File: src/rtl/fetch_ctrl.sv
// Instruction fetch controller: IDLE/FETCH/HOLD handshake with retry timeout.
// Optional delay-slot redirects enabled by FETCH_CTRL_DELAY_SLOT_EN.
module fetch_ctrl #(
  parameter logic [31:0] RESET_PC = 32'h0000_3000,
  parameter int          TIMEOUT  = 16
) (
  input  logic        clk,
  input  logic        reset,
  output logic        im_req,
  output logic [31:0] im_addr,
  input  logic        im_ack,
  input  logic [31:0] im_rdata,
  output logic        if_valid,
  output logic [31:0] if_ins,
  output logic [31:0] if_pc,
  input  logic        id_ready,
  input  logic        br_taken,
  input  logic [15:0] br_imm,
  input  logic        jmp,
  input  logic [25:0] jmp_target,
  input  logic        jr,
  input  logic [31:0] jr_target,
  input  logic        flush,
  input  logic [31:0] flush_pc,
  output logic        fetch_err
);

  localparam int CW = $clog2(TIMEOUT + 1);

  typedef enum logic [1:0] {
    IDLE,
    FETCH,
    HOLD
  } state_t;

  state_t        state, state_d;
  logic [31:0]   pc, pc_d;
  logic [CW-1:0] cnt, cnt_d;
  logic          err_d;
  logic          valid_d;
  logic [31:0]   ins_d, ipc_d;
  logic [31:0]   seq, br_off, tgt;
  logic          redir;
  logic          unused_bits;

`ifdef FETCH_CTRL_DELAY_SLOT_EN
  logic          pend, pend_d;
  logic [31:0]   pend_pc, pend_pc_d;
`endif

  assign unused_bits = ^{jr_target[1:0], flush_pc[1:0]};

  assign im_req  = (state == FETCH);
  assign im_addr = {pc[31:2], 2'b00};

  assign seq    = if_pc + 32'd4;
  assign br_off = {{14{br_imm[15]}}, br_imm, 2'b00};
  assign redir  = jr | jmp | br_taken;

  // jr wins over jmp, jmp over branch
  always_comb begin
    tgt = seq;
    if (jr)
      tgt = {jr_target[31:2], 2'b00};
    else if (jmp)
      tgt = {seq[31:28], jmp_target, 2'b00};
    else if (br_taken)
      tgt = seq + br_off;
  end

  always_comb begin
    state_d   = state;
    pc_d      = pc;
    cnt_d     = cnt;
    err_d     = 1'b0;
    valid_d   = if_valid;
    ins_d     = if_ins;
    ipc_d     = if_pc;
`ifdef FETCH_CTRL_DELAY_SLOT_EN
    pend_d    = pend;
    pend_pc_d = pend_pc;
`endif
    if (flush) begin
      state_d = FETCH;
      pc_d    = {flush_pc[31:2], 2'b00};
      cnt_d   = '0;
      valid_d = 1'b0;
`ifdef FETCH_CTRL_DELAY_SLOT_EN
      pend_d  = 1'b0;
`endif
    end else begin
      unique case (state)
        IDLE: begin
          state_d = FETCH;
          cnt_d   = '0;
        end
        FETCH: begin
          if (im_ack) begin
            ins_d   = im_rdata;
            ipc_d   = pc;
            valid_d = 1'b1;
            state_d = HOLD;
          end else if (cnt == CW'(TIMEOUT - 1)) begin
            err_d   = 1'b1;
            cnt_d   = '0;
            state_d = IDLE;
          end else begin
            cnt_d = cnt + 1'b1;
          end
        end
        HOLD: begin
          if (id_ready) begin
            valid_d = 1'b0;
            state_d = IDLE;
`ifdef FETCH_CTRL_DELAY_SLOT_EN
            // the delay slot itself never redirects
            if (pend) begin
              pc_d   = pend_pc;
              pend_d = 1'b0;
            end else if (redir) begin
              pend_d    = 1'b1;
              pend_pc_d = tgt;
              pc_d      = seq;
            end else begin
              pc_d = seq;
            end
`else
            pc_d = redir ? tgt : seq;
`endif
          end
        end
        default: state_d = IDLE;
      endcase
    end
  end

  always_ff @(posedge clk) begin
    if (!reset) begin
      state     <= IDLE;
      pc        <= RESET_PC;
      cnt       <= '0;
      fetch_err <= 1'b0;
      if_valid  <= 1'b0;
      if_ins    <= '0;
      if_pc     <= '0;
`ifdef FETCH_CTRL_DELAY_SLOT_EN
      pend      <= 1'b0;
      pend_pc   <= '0;
`endif
    end else begin
      state     <= state_d;
      pc        <= pc_d;
      cnt       <= cnt_d;
      fetch_err <= err_d;
      if_valid  <= valid_d;
      if_ins    <= ins_d;
      if_pc     <= ipc_d;
`ifdef FETCH_CTRL_DELAY_SLOT_EN
      pend      <= pend_d;
      pend_pc   <= pend_pc_d;
`endif
    end
  end

endmodule

File: config.mk
export PLATFORM = sky130hd
export DESIGN_NAME = fetch_ctrl
export DESIGN_NICKNAME = d
export VERILOG_FILES = /design/src/rtl/fetch_ctrl.sv
export SDC_FILE = /design/constraint.sdc
export NUM_CORES = 1
export LEC_CHECK = 0
export BUFFER_PORTS_ARGS = -buffer_cell sky130_fd_sc_hd__buf_2
export CAP_MARGIN = 10
export CELL_PAD_IN_SITES_DETAIL_PLACEMENT = 0
export CELL_PAD_IN_SITES_GLOBAL_PLACEMENT = 1
export CORE_MARGIN = 5
export CORE_UTILIZATION = 37
export DETAILED_ROUTE_END_ITERATION = 10
export GPL_TIMING_DRIVEN = 0
export PLACE_DENSITY_LB_ADDON = 0.1
export SYNTH_ARGS = -nofsm -noshare
export SYNTH_HDL_FRONTEND = slang
export SYNTH_SLANG_ARGS = --single-unit
File: constraint.sdc
create_clock -name clk -period 4.2 [get_ports clk]
set_clock_uncertainty 0.2 [all_clocks]
set_input_delay 0.84 -clock clk [delete_from_list [all_inputs] [get_ports clk]]
set_output_delay 0.84 -clock clk [all_outputs]
set_load 0.02 [all_outputs]
Word-level counts from Yosys, hierarchy flattened:

Cells that the tools add are included.

* flip-flop bits (word level): 105
* bits in latches: 0
* memory bits (writable): 0
* bits in read-only memories: 0
* input bits: 146
* output and inout port bits: 99
* logic and storage cells: 59
* memories: 0

* add/sub/neg operators: 3
* $mul: 0
* div/mod/pow operators: 0
* order comparisons: 0
* equal/unequal tests: 9
* shifts and indexed selects: 0
* multiplexer cells: 19
* bitwise operators: 5
* reductions and logical operators: 14

Operators with widths (number)
* 32-bit two-way mux: 7
* 32-bit by 3-bit adder with 32-bit output (second input constant): 1
* 32-bit adder: 1
* 5-bit two-way mux: 2
* 5-bit one-hot mux with 2 select lines: 1
* 2-bit AND reduction: 5
* 2-bit nonzero test: 4
* 2-bit two-way mux: 3
* 2-bit one-hot mux with 3 select lines: 1
* 3-bit AND reduction: 2
* 5-bit by 1-bit adder with 5-bit output (second input constant): 1
* 5-bit by 4-bit equality test with 1-bit output (second input constant): 1
* 1-bit two-way mux: 4
* 2-bit inequality test (second input constant): 2
* 4-bit by 1-bit inequality test with 1-bit output (second input constant): 1
* 4-bit OR reduction: 1
* 3-bit by 1-bit inequality test with 1-bit output (second input constant): 1
* 3-bit inequality test (second input constant): 1
* 1-bit inverter: 3
* 2-bit by 1-bit equality test with 1-bit output (second input constant): 1
* 2-bit equality test (second input constant): 1
* 2-bit zero test: 1
* 2-bit by 1-bit inequality test with 1-bit output (second input constant): 1
* 1-bit bitwise OR: 2
* 2 further kinds: 2

Longest topological paths before layout:

Gate-level depths: netlist (run 1).

* word-level depth: 9
* depth in mapped cells: 17
* depth with buffers taken out: 16

Worst setup path before layout (run 1):

No wires, ideal clock.

* path kind: register -> register
* from: reg if_pc[8]
* to: reg pc[27]
* library setup time: 0.122 ns
* arrival time: 3.494 ns
* data required time: 3.878 ns
* setup slack: 0.384 ns
* cell stages (with the launch flop): 17
* buffers on the path: 0
* cell sequence: dfxtp_1 -> and4_1 -> and3_4 -> nand3_4 -> or2_4 -> nor2_1 -> xor2_1 -> ha_1 -> a21o_1 -> a31o_2 -> nand2b_1 -> nor3_1 -> a21oi_1 -> a21oi_1 -> xor2_1 -> a211oi_1 -> a221o_1

* cells in the longest elaborated chain, start to end: 9

Ends and longest elaborated chain
* from (decl): line 15 `output logic [31:0] if_pc,`
* from (signal assigned): line 157 `if_pc <= ipc_d;`
* 32-bit by 3-bit adder with 32-bit output (*): line 56 `assign seq = if_pc + 32'd4;`
* 32-bit adder: line 68 `tgt = seq + br_off;`
* 32-bit two-way mux: line 67 `else if (br_taken)`
* 32-bit two-way mux: line 65 `else if (jmp)`
* 32-bit two-way mux: line 63 `if (jr)`
* 32-bit two-way mux (*): line 128 `pc_d = redir ? tgt : seq;`
* 32-bit two-way mux (*): line 112 `if (id_ready) begin`
* 32-bit two-way mux (*): line 92 `unique case (state)`
* 32-bit two-way mux (*): line 83 `if (flush) begin`
* to (signal assigned): line 152 `pc <= pc_d;`
* to (decl): line 37 `logic [31:0] pc, pc_d;`

Mark *: on every way between the ends. The rest lies on a longest branch, timed or not. The select of a mux whose other input is x is not followed.
A chain may end at the register's enable or synchronous reset.

Worst setup path in the final report (run 1):

* from: reg if_pc[10]
* to: reg pc[27]

Same word-level chain as after synthesis.

==> results of run 1 <==
[cells in the mapped netlist (all sizes together) (2+ instances only)]
| cell type | instances |
|---|---|
| a211oi | 7 |
| o211a | 4 |
| ha | 39 |
| a221o | 2 |
| a21o | 17 |
| nand2 | 222 |
| o22ai | 9 |
| nor2 | 56 |
| inv | 14 |
| a31o | 4 |
| and3 | 14 |
| or3 | 3 |
| nand4b | 2 |
| o311ai | 7 |
| or4 | 3 |
| buf | 37 |
| a21boi | 65 |
| and4 | 3 |
| a31oi | 5 |
| o21a | 14 |
| a211o | 2 |
| mux2 | 2 |
| xor2 | 18 |
| or2 | 3 |
| and2 | 10 |
| clkbuf | 51 |
| a41oi | 2 |
| mux2i | 4 |
| o221ai | 3 |
| o211ai | 6 |
| dfxtp | 105 |
| a21oi | 50 |
| a22oi | 7 |
| o31ai | 7 |
| nand3 | 27 |
| o21ai | 56 |
| a2111oi | 6 |
| nand2b | 14 |
| nor4 | 3 |
| nand4 | 12 |
| a32oi | 2 |
| xnor2 | 30 |
| nor2b | 15 |
| nor3 | 19 |
| a221oi | 4 |
[sequential cells by signal, summed over array words and instances (netlist names)]
| name | count |
|---|---|
| if_pc | 32 |
| if_valid | 1 |
| if_ins | 32 |
| state | 2 |
| pc | 32 |
| fetch_err | 1 |
| cnt | 5 |
[through the flow]
step | cells | instance area, sq um | total power, uW | setup TNS (ns) | hold slack, ns
6_report | 1528 | 9530 | 2490 | 0 | 0.260
2_1_floorplan | 997 | 7470 | 1380 | 0 | 0.217
3_5_place_dp | 1504 | 9000 | 1590 | -1.86 | 0.244
5_1_grt | 1526 | 9530 | 2600 | 0 | 0.274
3_3_place_gp | 1504 | 9000 | 1590 | -2.43 | 0.244
4_1_cts | 1522 | 9400 | 2500 | 0 | 0.255
[metal layers]
layer / GRT usage, % / up-vias / part of all wire (%)
met3: 5.89 / 36 / 7.2
met5: 0 / - / 0.094
met2: 38.4 / 283 / 45
met4: 6.46 / 6 / 2.1
met1: 34.3 / 3662 / 46
li1: - / 3982 / -
[what timing repair did]
| action | CTS | global route |
|---|---|---|
| hold buffers | 0 | 0 |
| resized for setup | 18 | 29 |
| endpoints found under the setup margin | 10 | 11 |
| pin swaps | 1 | 5 |
| endpoints found under the hold margin | 0 | 0 |
| setup buffers | 3 | 3 |
[report_power, final]
| group | leakage (uW) | switching, uW | internal, uW |
|---|---|---|---|
| combinational | 0.00324 | 310 | 209 |
| sequential | 0.000860 | 32.5 | 1030 |
| clock | 0.000157 | 428 | 482 |
| total | 0.00425 | 771 | 1720 |
[layout make-up]
type	instances	area [sq um]	area share, %
diodes	4	10.0	0.105
plain buffers	85	442	4.63
clock buffers	9	225	2.36
clock inverters	7	95.1	0.998
inverters	14	52.6	0.551
multi-input cells	790	5010	52.6
flip-flops and latches	105	2120	22.2
well taps	270	338	3.54
repair buffers	244	1240	13.0
[logic make-up (layout without fill, tap and decap cells)]
| logic type | count (synthesis) | count (layout) |
|---|---|---|
| buffers and inverters | 102 | 359 |
| adder cells (fa/ha/maj) | 40 | 40 |
| multiplexers | 6 | 6 |
| AND/OR/NAND/NOR | 408 | 408 |
| other | 1 | 6 |
| XOR/XNOR | 48 | 48 |
| AO/OA/AOI/OAI | 286 | 286 |
| flip-flops | 105 | 105 |
[path summary, 6_finish.rpt]
check / start / to / slack (ns)
worst max register to register: if_pc[10] / pc[27] / 0.14
worst max-delay path: if_pc[10] / pc[27] / 0.14
worst min-delay path: cnt[4] / fetch_err / 0.26
worst min register to register: cnt[4] / fetch_err / 0.26
[worst max-delay path, cell delays in order, from the launching register on]
cell                       delay [ns]
sky130_fd_sc_hd__dfxtp_4         0.39
sky130_fd_sc_hd__and4_4          0.23
sky130_fd_sc_hd__and3_4          0.21
sky130_fd_sc_hd__nand3_4         0.14
sky130_fd_sc_hd__nor2_4          0.19
sky130_fd_sc_hd__nand3_1         0.14
sky130_fd_sc_hd__xnor2_2         0.21
sky130_fd_sc_hd__ha_1            0.26
sky130_fd_sc_hd__clkbuf_1        0.19
sky130_fd_sc_hd__a21o_1          0.23
sky130_fd_sc_hd__a31o_2          0.24
sky130_fd_sc_hd__nand2b_1        0.19
sky130_fd_sc_hd__nor3_4          0.22
sky130_fd_sc_hd__a21oi_2         0.11
sky130_fd_sc_hd__a21oi_1         0.17
sky130_fd_sc_hd__xor2_1          0.18
sky130_fd_sc_hd__a211oi_1        0.14
sky130_fd_sc_hd__a221o_1         0.31
==> impl_summary.md, run 1 <==
Status
The flow ran to the end, and the final reports show no timing, DRC or antenna violations.

GRT
The via count of the first global-routing pass is 7,702. The initial antenna violation count came to 5. The largest net degree at the start of global routing is 21. The first global-routing pass estimated 44,900 microns of wire. For this run the aggregate overflow at the end of global routing stands at 0.

The total routing usage reported by global routing is 24.6%.

Logic synthesis
The number of distinct library cells after synthesis is 77. The cell count after synthesis came out at 996. The netlist area before placement is 0.00747 sq mm. Yosys attributes the largest share of cell area to sky130_fd_sc_hd__dfxtp_1 28%, sky130_fd_sc_hd__nand2_1 11%, sky130_fd_sc_hd__ha_1 6.5%, sky130_fd_sc_hd__a21boi_0 6.4%, sky130_fd_sc_hd__o21ai_0 3.6%. The adder-cell share of the synthesized area is 6.80%.

The number of enable-type register cells in the synthesized netlist is 0. Of the post-synthesis cell area, the part taken by muxes is 0.838%. By area, the combinational part of the netlist is dominated by compound AO/OA/AOI/OAI gates. After synthesis, the share of flip-flops with an asynchronous set or reset is 0%. The post-synthesis share of cell area spent on and, or, nand and nor gates is 25.0%. The synthesized netlist devotes 5.73% of its cell area to XOR and XNOR gates. The synthesized netlist devotes 26.7% of its cell area to compound gates. Sequential elements use 28.1% of the synthesized area. The Yosys step of the flow raised 0 warnings. The flip-flop and latch count after synthesis is 105. After synthesis, the largest area contributor takes up 28.1% of total cell area.

Of all cell types, the one taking the most synthesized area is sky130_fd_sc_hd__dfxtp_1. In the synthesized netlist the dominant register cell turns out to be sky130_fd_sc_hd__dfxtp_1. The average instance in the mapped netlist occupies 7.50 sq um.

Job
Max-cap violations in this run came to 0.

CTS
The depth of the CTS H-tree is 3. The clock root buffer is sky130_fd_sc_hd__clkbuf_16. The maximum clock path buffer count is 2. The clock transition at the registers of the reported paths is 0.08 ns.

The clock reaches the later pin of the worst-skew pair after 0.36 ns. TritonCTS built the clock tree. The TritonCTS sink count is 105.

Clock tree synthesis inserted a total of 9 buffers.

Critical path
The category of the most critical setup path is reg -> reg. Counting cells, the worst reg-to-reg path comes to 17. The arrival time at the worst endpoint is 4.10 ns. The critical path startpoint category is a register. The capturing element type of the critical path is a register. STA puts the critical path data required time at 4.24 ns. The maximum fanout encountered on the critical timing path is 9.

STA
The worst pin sits at a relative slew slack of 39.9%. The number of setup violations in the final report is 0. Setup slack closes at 0.144 ns.

Setup repair after global routing left no endpoint under its margin. The share of the clock period used by the worst path after layout is 96.6%. The final-report max-slew violation count is 0. Derived from the worst setup path, the maximum achievable clock frequency is 247 MHz. The number of failing hold endpoints at the final stage is 0. The smallest clock period supported by the final layout is computed as 4.06 ns. The slew of the pin with the lowest slew margin is 0.899 ns.

Power
For this design the ratio of total power to cell area is 261 mW/mm^2. VDD sags by at most 199 uV. For this design the static power due to leakage is 0.00425 uW.

Place
The worst setup timing slack at the placement stage is -0.385 ns. During placement, the flow inserted port buffers numbering 237. The congestion estimate from routability-driven global placement came to 0.925. After legalization and detailed placement, the total HPWL measured 23,700 microns.

Die
The initial core utilization is 37.3%. The number of placement rows is 52. In this run the count of I/O pins placed on the die edge is 245. The die footprint is 0.0231 sq mm. The die extent in x is 152 microns. The height of the chip is 152 microns.

The floorplan step defined a core boundary enclosing 0.0200 sq mm.

Route
After detailed routing, the number of vias per cell comes to 5.22. The routed wire length is 29,800 microns. Summing over every cut layer, the via total after detailed routing is 7,969. The iteration-0 DRC count of the detailed router is 505. The detailed-route DRC error count is 0. The average routed wire per standard cell is 19.5 microns. The number of nets still failing antenna checks after routing is 0. The iteration count of the initial detailed-routing pass is 7.

Final layout
Leaving out fill and tap cells, the most frequent cells in the layout are 239 x sky130_fd_sc_hd__buf_2, 221 x sky130_fd_sc_hd__nand2_1, 96 x sky130_fd_sc_hd__dfxtp_1. The utilization of the core after routing is 47.6%. After filler insertion, the fill cell instance count of the layout stands at 2,186. The share of layout cells above drive strength 1 is 28.1%.

From synthesis to final layout, the design area changed by 27.6%. For this run, the post-layout net count is 1,435. The library cell used most frequently in the layout, excluding fill and tap cells, is sky130_fd_sc_hd__buf_2.

Worst hold path
The worst hold path class is reg -> reg. The worst hold path depth is 1.
Note: power is estimated with default switching activity, not from simulation.
==> inputs of run 2 (changes only) <==
Settings changed: CAP_MARGIN 10 to default, SETUP_SLACK_MARGIN from default to 0.5.
==> run 2 against run 1 <==
Die area stayed put. Total power is 0.71% lower. Core utilization up 3.3 points. Worst setup slack better by 0.14 ns. Clock-buffer cell count stayed put. Non-clock buffer count is 40 higher. Critical path depth did not move. Critical endpoint unchanged. Highest routed layer unchanged.
==> impl_summary.md, run 2 (synthesis gave the netlist of run 1 again) <==
STA
For the finished layout, the period the worst path requires is 3.91 ns. The worst pin sits at a relative slew slack of 37.5%. Hold is met by 0.257 ns. The number of failing hold endpoints at the final stage is 0. For the pin with the worst max-slew slack, the measured transition is 0.934 ns. Timing would allow up to 256 MHz. Summed over all failing endpoints, the final setup total negative slack is 0 ns. The number of setup violations in the final report is 0. In the post-route analysis, the smallest setup slack over all paths is 0.288 ns.

The final-report max-slew violation count came to 0. Setup repair after global routing could not meet its margin everywhere. Dividing the final minimum period by the clock period gives 93.1%.

Power
The sequential share of power is 42.7%. Combinational logic burns 22.5% of the power. The internal power consumption is 1670 uW. The analysis attributes to net switching a power of 798 uW.

The clock network is responsible for 34.9% of the overall power. The power density of the placed cells is 243 mW/mm^2. The proportion of total power due to net switching is 32.3%. The analysis attributes to cell leakage a power of 0.00458 uW. IR analysis of the VDD net gives a maximum drop of 188 uV.

Route
The first detailed-routing pass took 5 iterations. The number of vias per cell after detailed routing is 5.28. In this run the remaining antenna-violating nets after routing total 0. The average routed wire per standard cell is 19.8 microns. The detailed-route DRC error count is 0.

The total vias in the final route is 8,263. The routed wire length is 31,000 microns. In this run, the number of DRC markers left after iteration 0 of detailed routing was 558.

CTS
In this run, CTS created clock tree buffers numbering 9. The clock root buffer is sky130_fd_sc_hd__clkbuf_16. The clock reaches the later pin of the worst-skew pair after 0.36 ns.

CTS built an H-tree with a depth of 3. The maximum clock path buffer count is 2. The CTS tree is yes. After clock tree synthesis, the clock-pin slew on the worst setup and hold paths is 0.08 ns. The TritonCTS sink count is 105.

Final layout
From synthesis to final layout, the design area changed by 36.3%. Leaving out fill and tap cells, the most frequent cell in the layout is sky130_fd_sc_hd__buf_2. The largest registers in the layout are if_ins: 32 flops, if_pc: 32 flops, pc: 32 flops. The share of layout cells above drive strength 1 is 33.8%.

Leaving out fill and tap cells, the most frequent cells in the layout are 239 x sky130_fd_sc_hd__buf_2, 220 x sky130_fd_sc_hd__nand2_1, 92 x sky130_fd_sc_hd__dfxtp_1. The number of antenna diodes in the final layout is 0. In the final design database the tool counted 1,475 nets. The number of inserted filler cells in the final layout is 2,094.

Critical path
For this run, the slowest stage of the critical path takes 0.36 ns. The number of buffer and inverter stages on the critical path is 1. At the worst endpoint, the required time is 4.24 ns. The setup check on the worst reg-to-reg path leaves a slack of 0.29 ns.

Along the worst path, the maximum fanout reaches 4. The end of the worst register-to-register path is pc[27]. Traced cell by cell, the critical path runs through and4_4, and3_4, nand3_4, or2_4, nor2_4, xor2_2, ha_1, a211o_1, a21oi_2, buf_4, nand2b_4, nor3_4, a21oi_2, a21oi_2, xor2_1, a211oi_2, a221o_1. For the worst setup path, the data arrival time is 3.96 ns. The cell with the largest stage delay on the worst path is sky130_fd_sc_hd__or2_4. The path depth of the worst reg2reg path is 17. STA classifies the critical path endpoint as a register. The critical path startpoint category is a register. The category of the most critical setup path is reg -> reg. The most frequent cell on the critical path is sky130_fd_sc_hd__a21oi_2. The kind of cell adding the most delay to the critical path is simple AND/OR/NAND/NOR gates. In this run the critical register-to-register path is launched from if_pc[10].

Place
The number of port buffers is 237. The half-perimeter wire length after detailed placement is 23,800 microns. Routability-driven placement finished with a final weighted congestion of 0.897. At the placement stage, the worst setup path has a slack of -0.356 ns.

Worst hold path
The worst hold path terminates at cnt[4]. The worst hold path begins at cnt[4]. The worst hold path class is reg -> reg. The worst hold path depth is 2.

GRT
The sum of overflow across all layers after global routing is 0. The initial antenna violation count is 5. The largest net degree at the start of global routing is 21. Global routing consumed, over all layers together, 25.4% of the routing resources. The via count of the first global-routing pass came to 7,790. The first global-routing pass estimated 46,200 microns of wire.

Die
Row generation in the floorplan step produced 52 rows. The die footprint is 0.0231 sq mm. From bottom edge to top edge, the die measures 152 microns. The total area inside the core boundary comes to 0.0200 sq mm. The die extent in x is 152 microns. 245 I/O pins were placed. The initial core utilization is 37.3%.

Status
The run finished with clean final reports.

Job
The max-cap check violation count is 0.
## run 2: routing by layer
layer	global-route usage (%)	up-vias	part of all wire [%]
met5	0	-	0.15
met4	7.06	10	2.5
met3	5.23	54	7.9
met2	39.9	304	45
met1	35.3	3836	45
li1	-	4059	-
## run 2: worst max-delay path by stage
stage | cells after the start | end | start | slack [ns]
after floorplan | 16 | pc[27] | if_pc[8] | 0.51
after global placement | 16 | pc[27] | if_pc[7] | -0.43
after detailed placement | 15 | pc[22] | if_pc[7] | -0.36
after CTS | 17 | pc[27] | if_pc[10] | 0.32
after global routing | 17 | pc[31] | if_pc[8] | 0.14
final | 17 | pc[27] | if_pc[10] | 0.29
## run 2: per-stage QoR
stage | utilization (%) | instances | area (sq um) | total power, uW
floorplan | - | 997 | 7480 | 1380
global placement | 44.9 | 1504 | 9000 | 1590
detailed placement | 44.9 | 1504 | 9000 | 1590
CTS | 49.2 | 1547 | 9860 | 2470
global route | 50.8 | 1564 | 10200 | 2580
finish | 50.8 | 1564 | 10200 | 2470
## run 2: layout make-up
cell class / instances / area, sq um / share of cell area, %
buffer: 88 / 475 / 4.67
clock buffer: 9 / 225 / 2.21
clock inverter: 7 / 70.1 / 0.688
multi-input combinational: 790 / 5360 / 52.6
sequential: 105 / 2150 / 21.1
timing repair buffer: 281 / 1520 / 14.9
tap: 270 / 338 / 3.32
inverter: 14 / 52.6 / 0.516
## run 2: timing repair
item | in CTS | in global routing
buffers inserted | 27 | 17
endpoints found under the hold margin | 0 | 0
endpoints found under the setup margin | 19 | 16
pin swaps | 23 | 28
hold buffers | 0 | 0
gates resized for setup | 82 | 43
## run 2: power by group through the flow
stage	logic (uW)	registers, uW	clock network (uW)
finish	555	1050	862
global route	601	1060	920
CTS	530	1060	881
detailed placement	507	1080	0
global placement	508	1080	0
floorplan	288	1090	0
## run 2: worst min-delay path: cells and delay by family (launching register included)
family	cells	cell delay [ns]
AND/OR/NAND/NOR	2	0.10
flip-flops	1	0.32
==> inputs of run 3 (changes only) <==
Settings changed: MAX_ROUTING_LAYER from default to met4.
==> run 3 against run 2 <==
Flip-flop and latch count unchanged. Clock-buffer cell count grew 1. Non-clock buffer count is 1 lower. Sequential power about the same. Worst setup slack lost 0.086 ns. Core utilization barely moved. Total power rose by 0.54%. First-iteration DRC count increased by 7.9%. Wire length is 0.54% higher. Clock power rose by 2%. Via count hardly changed.
==> impl_summary.md, run 3 (synthesis gave the netlist of run 1 again) <==
Die
The die is 152 microns tall. After floorplanning, the core was sized to cover 0.0200 sq mm. 245 I/O pins were placed. The die footprint is 0.0231 sq mm. The die is 152 microns wide. The initial core utilization is 37.3%. The number of placement rows is 52.

Final layout
The finished layout holds 1,567 standard cells, fillers aside. The number of inserted filler cells in the final layout is 2,114. The layout net count is 1,474. The growth of design area from synthesis to finish is 36.4%. The largest registers in the layout are if_ins: 32 flops, if_pc: 32 flops, pc: 32 flops.

In the layout the commonest cells are 239 x sky130_fd_sc_hd__buf_2, 220 x sky130_fd_sc_hd__nand2_1, 92 x sky130_fd_sc_hd__dfxtp_1. Leaving out fill and tap cells, the most frequent cell in the layout is sky130_fd_sc_hd__buf_2. The share of layout cells above drive strength 1 is 33.6%.

Job
Across the run, the number of max-cap violations was 0.

CTS
The CTS tree is yes. The clock transition at the registers of the reported paths is 0.08 ns. The longest clock path from root to sink contains 2 buffers.

Buffers inserted during clock tree synthesis total 9. The root buffer cell chosen for the clock tree is sky130_fd_sc_hd__clkbuf_16. The clock latency on the worst-skew pair is 0.36 ns. The TritonCTS sink count is 105.

The H-tree generated during clock tree synthesis spans 3 levels. The total of hold buffers inserted after clock tree synthesis is 0.

GRT
In the global route stage, overall resource usage came out at 26.4%. The initial antenna violation count is 3. For this run the aggregate overflow at the end of global routing stands at 0. Entering global routing, the biggest net connects 21 pins. The via count of the first global-routing pass is 8,031.

The first global-routing pass estimated 46,700 microns of wire.

STA
The worst path meets setup with 0.202 ns of slack. Setup repair after global routing could not meet its margin everywhere. For the finished layout, the period the worst path requires is 4.00 ns.

Setup violations remaining at the end of the flow were counted as 0. The slew of the pin with the lowest slew margin is 1.33 ns. The number of failing hold endpoints at the final stage is 0.

The worst pin sits at a relative slew slack of 10.9%. The share of the clock period used by the worst path after layout is 95.2%. The final-report max-slew violation count came to 0. Based on the critical path, the design can be clocked at up to 250 MHz.

Route
The iteration-0 DRC count of the detailed router is 602. The iteration count of the initial detailed-routing pass is 5. In this run the remaining antenna-violating nets after routing total 0. Summing over every cut layer, the via total after detailed routing is 8,264. After detailed routing, the total wire length is 31,200 microns. The number of vias per cell after detailed routing is 5.27. Dividing the detail-routed wire length by the instance count gives 19.9 microns. The detailed-route DRC error count is 0.

Status
The run finished with clean final reports.

Critical path
Traced cell by cell, the critical path runs through and4_4, and3_4, nand3_4, or2_4, buf_6, nor3_4, xor2_2, ha_4, o21a_1, a21oi_2, buf_4, nand2b_4, nor3_4, a21oi_4, a21oi_2, xor2_1, a211oi_2, a221o_1. The minimum setup slack among reg-to-reg paths is 0.20 ns. The cell with the largest stage delay on the worst path is sky130_fd_sc_hd__dfxtp_4. The critical path startpoint category is a register. The worst setup path is captured at a register. The maximum fanout encountered on the critical timing path is 4. STA puts the critical path data required time at 4.24 ns. The path depth of the worst reg2reg path is 18. The worst register-to-register path ends at pc[27]. In this run the critical register-to-register path is launched from if_pc[8]. The delay of the slowest cell on the worst path is 0.36 ns.

The category of the most critical setup path is reg -> reg. The arrival time at the worst endpoint is 4.04 ns.

Place
The worst setup timing slack at the placement stage is -0.368 ns. The number of placed instances, taps included, is 1,504. The number of port buffers is 237.

The congestion estimate from routability-driven global placement came to 0.928. The half-perimeter wire length after detailed placement is 23,700 microns.

Power
IR analysis of the VDD net gives a maximum drop of 203 uV. The overall power consumption is 2480 uW. The analysis attributes to cell leakage a power of 0.00456 uW. The power density of the placed cells is 244 mW/mm^2.

Worst hold path
For hold timing, the worst endpoint is if_ins[12]. The worst hold path class is reg -> reg. In this run the most critical hold path is launched from if_ins[12]. The worst hold path was traced through 2 stages.
## run 3: cell types whose count changed in the layout (fill, tap and decap cells not counted), moves of 2 or more
cell	change
sky130_fd_sc_hd__buf_4	-2
sky130_fd_sc_hd__ha_2	-4
sky130_fd_sc_hd__xnor2_2	-2
sky130_fd_sc_hd__o31ai_1	+2
sky130_fd_sc_hd__xnor2_1	+2
sky130_fd_sc_hd__diode_2	+4
sky130_fd_sc_hd__ha_4	+4
sky130_fd_sc_hd__nor2_4	-2
sky130_fd_sc_hd__nor2_2	+2
sky130_fd_sc_hd__clkbuf_8	+2
## run 3: worst max path at each step
stage	startpoint	end	slack (ns)	cells after the start
finish	if_pc[8]	pc[27]	0.20	18
global route	if_pc[8]	pc[27]	0.08	18
CTS	if_pc[10]	pc[27]	0.28	18
detailed placement	if_pc[6]	pc[27]	-0.37	16
global placement	if_pc[7]	pc[27]	-0.48	16
floorplan	if_pc[8]	pc[27]	0.51	16
## run 3: stage by stage
stage	hold WS (ns)	utilization, %	area, sq um	setup TNS, ns
2_1_floorplan	0.217	-	7480	0
3_3_place_gp	0.243	44.9	9000	-2.21
3_5_place_dp	0.238	44.9	9000	-1.37
4_1_cts	0.253	49.3	9880	0
5_1_grt	0.279	50.8	10200	0
6_report	0.261	50.8	10200	0
## run 3: area by class of cell
| class | instances | area (sq um) | share of cell area, % |
|---|---|---|---|
| Multi-Input combinational cell | 790 | 5340 | 52.4 |
| Clock buffer | 10 | 239 | 2.35 |
| Antenna cell | 4 | 10.0 | 0.0983 |
| Clock inverter | 6 | 65.1 | 0.639 |
| Tap cell | 270 | 338 | 3.32 |
| Sequential cell | 105 | 2150 | 21.1 |
| Buffer | 88 | 479 | 4.70 |
| Timing Repair Buffer | 280 | 1520 | 14.9 |
| Inverter | 14 | 52.6 | 0.516 |
## run 3: worst max-delay path: cells and delay by family, from the launching register on
family | cells | cell delay [ns]
and+or+nand+nor | 7 | 1.30
AOI/OAI and AO/OA | 6 | 1.01
xor gates and xnor gates | 2 | 0.47
DFF | 1 | 0.36
buffers and inverters | 2 | 0.30
adders and majority gates | 1 | 0.25
## run 3: power by group
| part | switching [uW] | internal, uW | total (uW) |
|---|---|---|---|
| clock | 439 | 440 | 879 |
| sequential | 31.8 | 1020 | 1050 |
| combinational | 327 | 225 | 552 |
## run 3: routing by layer
| layer | routed length [microns] | global-route usage, % | up-vias |
|---|---|---|---|
| li1 | - | - | 4064 |
| met1 | 14300 | 34.7 | 3861 |
| met2 | 14000 | 40.7 | 296 |
| met3 | 2140 | 6.06 | 43 |
| met4 | 766 | 7.62 | 0 |
| met5 | 0 | - | - |
## run 3: what timing repair did
action                     CTS  global route
gates resized for setup     77            44
setup endpoints to repair   19            18
pin swaps                   28            32
setup buffers               31            12
